File: src/rtl/buffer_arbiter.sv
// Round-robin write arbiter in front of a shared buffer; an order-tag queue records
// which requester wrote each word so read data is steered back in write order.
module buffer_arbiter #(
  parameter int unsigned DataWidth = 64,
  parameter int unsigned NumReq    = 2,
  parameter int unsigned TagDepth  = 4
) (
  input  logic                        Clk,
  input  logic                        Rst,
  input  logic [NumReq-1:0]           ReqValid,
  input  logic [NumReq*DataWidth-1:0] ReqData,
  output logic [NumReq-1:0]           ReqReady,
  output logic [DataWidth-1:0]        BufWData,
  output logic                        BufWInc,
  input  logic                        BufWFull,
  input  logic [DataWidth-1:0]        BufRData,
  output logic                        BufRInc,
  input  logic                        BufREmpty,
  output logic [NumReq-1:0]           RspValid,
  output logic [DataWidth-1:0]        RspData,
  input  logic [NumReq-1:0]           RspReady,
  output logic                        Busy
);

  localparam int unsigned IdxW  = (NumReq > 1) ? $clog2(NumReq) : 1;
  localparam int unsigned AddrW = (TagDepth > 1) ? $clog2(TagDepth) : 1;
  localparam int unsigned PtrW  = AddrW + 1;

  typedef enum logic [0:0] {
    IDLE = 1'b0,
    HOLD = 1'b1
  } state_t;

  state_t            state_q;
  state_t            state_d;
  logic [IdxW-1:0]   rr_q;
  logic [IdxW-1:0]   tag_mem [TagDepth];
  logic [PtrW-1:0]   tag_wr_q;
  logic [PtrW-1:0]   tag_rd_q;
  logic [PtrW-1:0]   tag_wr_d;
  logic [PtrW-1:0]   tag_rd_d;
  logic [PtrW-1:0]   tag_cnt;
  logic              tag_full;
  logic              tag_empty;
  logic [IdxW-1:0]   tag_head;
  logic              tag_pop;
  logic              busy_q;
  logic              can_write;
  logic              grant_any;
  logic [IdxW-1:0]   grant_idx;
  logic              rd_start;
  logic              rsp_take;
  logic              rd_chain;

  assign tag_cnt   = tag_wr_q - tag_rd_q;
  assign tag_empty = (tag_wr_q == tag_rd_q);
  assign tag_full  = (tag_wr_q[PtrW-1] != tag_rd_q[PtrW-1]) &&
                     (tag_wr_q[AddrW-1:0] == tag_rd_q[AddrW-1:0]);
  assign tag_head  = tag_mem[tag_rd_q[AddrW-1:0]];
  assign tag_wr_d  = tag_wr_q + PtrW'(grant_any);
  assign tag_rd_d  = tag_rd_q + PtrW'(tag_pop);
  assign Busy      = busy_q;

  // Write grant: first valid requester at or after rr_q; held off during reset
  always_comb begin
    can_write = Rst & ~BufWFull & ~tag_full;
    grant_any = 1'b0;
    grant_idx = '0;
    for (int unsigned k = 0; k < NumReq; k++) begin
      int unsigned cand;
      cand = 32'(rr_q) + k;
      if (cand >= NumReq) cand = cand - NumReq;
      if (!grant_any && ReqValid[IdxW'(cand)]) begin
        grant_any = 1'b1;
        grant_idx = IdxW'(cand);
      end
    end
    grant_any = grant_any & can_write;
  end

  always_comb begin
    ReqReady = '0;
    BufWData = '0;
    BufWInc  = grant_any;
    if (grant_any) begin
      ReqReady[grant_idx] = 1'b1;
      BufWData = ReqData[32'(grant_idx) * DataWidth +: DataWidth];
    end
  end

  always_ff @(posedge Clk or negedge Rst) begin
    if (!Rst) begin
      rr_q     <= '0;
      tag_wr_q <= '0;
      tag_rd_q <= '0;
      busy_q   <= 1'b0;
    end else begin
      if (grant_any) begin
        rr_q <= (grant_idx == IdxW'(NumReq - 1)) ? '0 : grant_idx + 1'b1;
      end
      tag_wr_q <= tag_wr_d;
      tag_rd_q <= tag_rd_d;
      busy_q   <= (tag_wr_d != tag_rd_d);
    end
  end

  // Tag storage needs no reset: entries are only read between valid pointers
  always_ff @(posedge Clk) begin
    if (grant_any) tag_mem[tag_wr_q[AddrW-1:0]] <= grant_idx;
  end

  assign rd_start = ~BufREmpty & ~tag_empty;
  assign rsp_take = RspReady[tag_head];
  assign rd_chain = ~BufREmpty & (tag_cnt > PtrW'(1));

  always_ff @(posedge Clk or negedge Rst) begin
    if (!Rst) state_q <= IDLE;
    else      state_q <= state_d;
  end

  always_comb begin
    state_d = state_q;
    case (state_q)
      IDLE: if (rd_start) state_d = HOLD;
      HOLD: if (rsp_take && !rd_chain) state_d = IDLE;
      default: state_d = IDLE;
    endcase
  end

  // Read side: pop the buffer, then present the word to the tagged requester
  always_comb begin
    BufRInc  = 1'b0;
    RspValid = '0;
    RspData  = '0;
    tag_pop  = 1'b0;
    case (state_q)
      IDLE: BufRInc = rd_start;
      HOLD: begin
        RspValid[tag_head] = 1'b1;
        RspData            = BufRData;
        if (rsp_take) begin
          tag_pop = 1'b1;
          BufRInc = rd_chain;
        end
      end
      default: ;
    endcase
  end

endmodule

File: config.mk
export PLATFORM = sky130hd
export DESIGN_NAME = buffer_arbiter
export DESIGN_NICKNAME = d
export VERILOG_FILES = /design/src/rtl/buffer_arbiter.sv
export SDC_FILE = /design/constraint.sdc
export NUM_CORES = 1
export LEC_CHECK = 0
export CAP_MARGIN = 25
export CORE_AREA = 4 4 130 132
export DETAILED_ROUTE_END_ITERATION = 8
export DIE_AREA = 0 0 134 136
export GPL_ROUTABILITY_DRIVEN = 0
export PLACE_DENSITY = 0.57
export SLEW_MARGIN = 20
export SYNTH_ARGS = -nofsm -noshare
export SYNTH_HDL_FRONTEND = slang
export SYNTH_SLANG_ARGS = --single-unit
File: constraint.sdc
create_clock -name Clk -period 2.9 [get_ports Clk]
set_clock_uncertainty 0.1 [all_clocks]
set_input_delay 0.435 -clock Clk [delete_from_list [all_inputs] [get_ports Clk]]
set_output_delay 0.435 -clock Clk [all_outputs]
set_load 0.1 [all_outputs]
==> flow_metrics.tcl, run 1 <==
set metrics [dict create \
    status "complete, no violations" \
    placement.cell_area_mm2 0.00734 \
    final_core_util_pct 47.3 \
    worstSetupStartpoint "tag_wr_q[0]$_DFF_PN0_" \
    synth_edf_count 4 \
    drt_wl_total_mm 15.4 \
    vias_per_cell 4.40 \
    power.leakage_nw 2.82 \
    synth_warnings 0 \
    syn_to_final_growth_pct 210 \
    clk_latency_ns 0.25 \
    layout_commonest_cell "clkdlybuf4s50_1" \
    root_buffer "clkbuf_16" \
    cp_slowest_cell "dfrtp_1" \
    powerDensity_mw_per_mm2 918 \
    grt_setup_unrepaired "false" \
    critPathKind "flip-flop to primary output" \
    critical_path.top_delay_family "adder cells" \
    dr.first_iter.drc_count 109 \
    crit_end "BufRInc" \
    grt_overflow 0 \
    final-hold-violation-count 0 \
    path_buf_inv 2 \
    post_synth_num_cell_types 30 \
    fill_cells 1452 \
    final_cell_mix "clkdlybuf4s50_1 (198), buf_12 (138), and2_1 (65)" \
    synth.top_cell.area_share_pct 20.0 \
    cts_resized 0 \
    fmax_ghz 0.360 \
    worstPathArrival_ns 2.24 \
    wl_per_cell_um 17.5 \
    grt_use_total_pct 15.5 \
    netlist_area_mm2 0.00240 \
    ys_ff_latch 13 \
    peakVddDrop_v 0.000442 \
    yosysSeqAreaShare_pct 14.4 \
    r2r-start "tag_rd_q[0]$_DFF_PN0_" \
    die_h_um 136 \
    dr.pass1.iters 4 \
    die_w_um 134 \
    holdWs_ns 0.394 \
    antenna_found_initial 0 \
    initial_core_util_pct 15.3 \
    setup_viol 0 \
    fin_area_mm2 0.00743 \
    slowest_delay_ns 0.39 \
    total_power_mw 6.82 \
    ys.flop_type "dfrtp_1" \
    crit_path_end_kind "primary output" \
    slew_viol_final 0 \
    r2r_slack_ns 0.20 \
    period_needed_ns 2.78 \
    reg2reg_depth 8 \
    clockBufferDepth 2 \
    dp_hpwl_mm 12.7 \
    cap_violations 0 \
    synth_nets 561 \
    fp-row-count 46 \
    cts.sink_count 13 \
    nets 871 \
    cp_num_cells 7 \
    layout-drive-gt1-share_pct 24.0 \
    max_slew.worst_pin.slew_ns 0.557 \
    vias 3865 \
    crit_fanout 4 \
    port_buffers 334 \
    coreArea_mm2 0.0157 \
    syn_inst 354 \
    die-area_mm2 0.0182 \
    cts_max_level 1 \
    cts_setup_buffers 0 \
    hold_buffers 0 \
    ant_nets 0 \
    diodes 0 \
    multi_input_area_mm2 0.00189 \
    grt_max_degree 71 \
    startpoint_type "flip-flop" \
    synthTopCellsByArea "nand3b_1 (20%), and2_1 (17%), a21oi_1 (13%), o21ai_0 (13%), dfrtp_1 (9.4%)" \
    grt_pass1_vias 4009 \
    grt_first_pass_wirelength_mm 22.6 \
    max_slew_margin_pct 62.9 \
    hp-class "input port to asynchronous set/reset pin" \
    required_ns 2.37 \
    synth_top_area_cell "nand3b_1" \
    syn_avg_cell_area_um2 6.77 \
    r2r_end "Busy$_DFF_PN0_" \
    drc 0 \
    ioPinCount 335 \
    clk_pin_slew_ns 0.05 \
    synthArstFlopShare_pct 69.2 \
    cts_buffers 3 \
    path_cells "inv_1 > ha_1 > fa_1 > xnor3_1 > a211o_1 > o21bai_2 > buf_12" \
    register_area_um2 345 \
    cts_tree "built" \
    min_period_over_period_pct 95.7 \
]
-- cell type report --
cell class	count	area share, %
clock inverter	1	0.0674
timing repair buffer	346	64.8
tap	216	3.64
clock buffer	3	1.01
multi-input combinational	293	25.5
inverter	7	0.354
sequential	13	4.65
-- worst min-delay path by stage --
stage | from | endpoint | slack, ns
3_5_place_dp | tag_rd_q[2]$_DFF_PN0_ | tag_rd_q[2]$_DFF_PN0_ | 0.45
4_1_cts | Rst | tag_wr_q[1]$_DFF_PN0_ | 0.40
2_1_floorplan | Rst | Busy$_DFF_PN0_ | 0.04
6_report | Rst | tag_wr_q[1]$_DFF_PN0_ | 0.39
3_3_place_gp | tag_rd_q[2]$_DFF_PN0_ | tag_rd_q[2]$_DFF_PN0_ | 0.44
5_1_grt | Rst | tag_wr_q[1]$_DFF_PN0_ | 0.44
-- sequential cells by signal, summed over array words and instances, names as in the netlist --
| register | flops |
|---|---|
| Busy | 1 |
| state_q | 1 |
| tag_mem | 4 |
| rr_q | 1 |
| tag_wr_q | 3 |
| tag_rd_q | 3 |
-- cell usage after synthesis, drive strengths merged (2+ instances only) --
master	count
and2	65
a21oi	64
nand3b	64
o21ai	64
clkbuf	33
dfrtp	9
buf	8
ha	6
inv	6
xor2	5
edfxtp	4
nor2	4
nor3	4
a211o	2
nor2b	2
-- per-layer routing --
layer	vias up	track usage (%)	wire (µm)
met3	6	4.89	1560
met5	-	0	0
li1	1864	-	-
met1	1764	16.8	5600
met4	0	2.06	63
met2	231	30.2	8180
-- metrics by stage --
| step | TNS [ns] | worst slack, ns | cells |
|---|---|---|---|
| after floorplan | -15.68 | -0.244 | 354 |
| after global placement | 0 | 0.128 | 875 |
| after detailed placement | 0 | 0.0692 | 875 |
| after CTS | 0 | 0.0589 | 879 |
| after global routing | 0 | 0.0115 | 879 |
| final | 0 | 0.124 | 879 |
-- power breakdown --
group	switching, mW	internal, mW
clock	0.0825	0.184
combinational	3.99	2.23
sequential	0.0706	0.263
-- cell families (layout without fill, tap and decap cells) --
logic type	Yosys count	after routing	share of synthesized area, %
xor gates and xnor gates	7	7	3.13
adders and majority gates	7	7	3.97
DFF	13	13	14.4
muxes	3	3	1.83
buffers and inverters	48	357	7.93
and+or+nand+nor	142	142	39.7
AOI/OAI and AO/OA	134	134	29.1
Power figures use the tool's default switching activity.
==> inputs of run 2 (changes only) <==
Settings changed: CORE_AREA 4 4 130 132 to 4 4 127 129, DIE_AREA 0 0 134 136 to 0 0 131 133, PLACE_DENSITY 0.57 to 0.61.
Clock period 2.9 ns to 2.5 ns, I/O delays scaled along.
==> flow_metrics.tcl, run 2 (synthesis gave the netlist of run 1 again) <==
set metrics [dict create \
    status "finished, violations left" \
    violations "setup timing" \
    cts_buffers 3 \
    die-area_mm2 0.0174 \
    worstPathArrival_ns 2.12 \
    nets 887 \
    clk_pin_slew_ns 0.04 \
    cap_violations 0 \
    grt_busiest_layer "met2" \
    syn_to_final_growth_pct 230 \
    port_buffers 334 \
    grt_pass1_vias 4215 \
    root_buffer "clkbuf_16" \
    drc 0 \
    placement.cell_area_mm2 0.00737 \
    grt_use_total_pct 17.1 \
    ant_nets 0 \
    multi_input_area_mm2 0.00220 \
    crit_path_end_kind "primary output" \
    final_core_util_pct 52.6 \
    crit_fanout 2 \
    max_slew.worst_pin.slew_ns 0.446 \
    use_met1_pct 17.2 \
    cts.sink_count 13 \
    period_needed_ns 2.59 \
    initial_core_util_pct 15.9 \
    powerDensity_mw_per_mm2 1080 \
    layout_commonest_cell "clkdlybuf4s50_1" \
    setup_slack_ns -0.0917 \
    vias 4043 \
    r2r_slack_ns -0.04 \
    diodes 0 \
    ioPinCount 335 \
    coreArea_mm2 0.0150 \
    power.leakage_nw 2.93 \
    setup_viol 34 \
    clk_latency_ns 0.24 \
    peakVddDrop_v 0.000462 \
    fp-row-count 45 \
    critPathKind "flip-flop to primary output" \
    fill_cells 1325 \
    required_ns 2.03 \
    dr.pass1.iters 4 \
    fmax_ghz 0.386 \
    max_slew_margin_pct 70.3 \
    hp-class "input port to asynchronous set/reset pin" \
    dp_slack_ns -0.164 \
    die_w_um 131 \
    fin_cells 867 \
    grt_overflow 0 \
    dr.first_iter.drc_count 68 \
    final-hold-violation-count 0 \
    fin_area_mm2 0.00791 \
    antenna_found_initial 0 \
    hold_buffers 0 \
    layout-drive-gt1-share_pct 37.0 \
    reg2reg_depth 10 \
    drt_wl_total_mm 16.9 \
    grt_use_met2_pct 33.0 \
    vias_per_cell 4.66 \
    grt_max_degree 71 \
    holdWs_ns 0.351 \
    grt_first_pass_wirelength_mm 23.6 \
    dp_hpwl_mm 13.0 \
    cts_max_level 1 \
    final_cell_mix "clkdlybuf4s50_1 (197), buf_12 (139), and2_1 (65)" \
    clockBufferDepth 2 \
    startpoint_type "flip-flop" \
    wl_per_cell_um 19.5 \
    die_h_um 133 \
    largest_reg_flops 4 \
    register_area_um2 345 \
    cts_tree "built" \
    slew_viol_final 0 \
    grt_setup_unrepaired "true" \
    use_met3_pct 4.80 \
    min_period_over_period_pct 104 \
    post-place-cells 853 \
]
==> run 2: cell count changes in the layout (fill, tap and decap cells not counted), moves of 4 or more <==
cell / previous run / this run
buf_4: 9 / 18
a21oi_1: 63 / 0
nor2_2: 0 / 4
a21oi_2: 1 / 64
ha_1: 6 / 2
nor2_1: 4 / 0
==> run 2: path summary, 6_finish.rpt <==
kind	to	start
worst max-delay path	BufRInc	tag_rd_q[0]$_DFF_PN0_
min in group Clk	rr_q$_DFFE_PN0P_	rr_q$_DFFE_PN0P_
worst max register to register	Busy$_DFF_PN0_	tag_rd_q[1]$_DFF_PN0_
worst min-delay path	rr_q$_DFFE_PN0P_	Rst
worst min register to register	rr_q$_DFFE_PN0P_	rr_q$_DFFE_PN0P_
max in group asynchronous	tag_rd_q[0]$_DFF_PN0_	Rst
==> run 2: layout make-up <==
type,instances,share of cell area (%)
clock buffer,4,0.997
inverter,7,0.506
tap,188,2.98
multi-input combinational,293,27.8
timing repair buffer,362,63.3
sequential,13,4.37
==> run 2: metal layers <==
layer / wire length [µm] / share of wire [%]
met1: 5530 / 33
met2: 9280 / 55
met3: 1670 / 9.9
met4: 422 / 2.5
met5: 0 / 0
==> run 2: stage by stage <==
stage          power, mW  TNS, ns
2_1_floorplan       4.85   -37.61
3_3_place_gp        7.70    -6.73
3_5_place_dp        7.76    -7.86
4_1_cts             8.33   -0.167
5_1_grt             8.81    -3.64
6_report            8.51    -1.53
==> run 2: where the power goes <==
part           switching [mW]  leakage (nW)  total [mW]  internal, mW
sequential             0.0706         0.139       0.376         0.305
clock                  0.0861        0.0382       0.301         0.215
combinational            4.91          2.75        7.84          2.92
==> run 2: repair_timing <==
item | 4_1_cts | 5_1_grt
buffers inserted | 7 | 1
endpoints found under the setup margin | 68 | 63
resized for setup | 18 | 71
cloned | 1 | 1
hold endpoints to repair | 0 | 0
pin swaps | 6 | 3
==> run 2: worst max-delay path, cell delays in order (launching register included) <==
cell      delay [ns]
dfrtp_1         0.38
buf_6           0.13
ha_4            0.15
fa_2            0.35
xnor3_1         0.22
a211o_1         0.28
o21bai_2        0.16
buf_12          0.19
==> inputs of run 3 (changes only) <==
Settings changed: TNS_END_PERCENT set to 100.
==> results of run 3 <==
No change in the layout: final DEF, timing and power equal those of run 2.
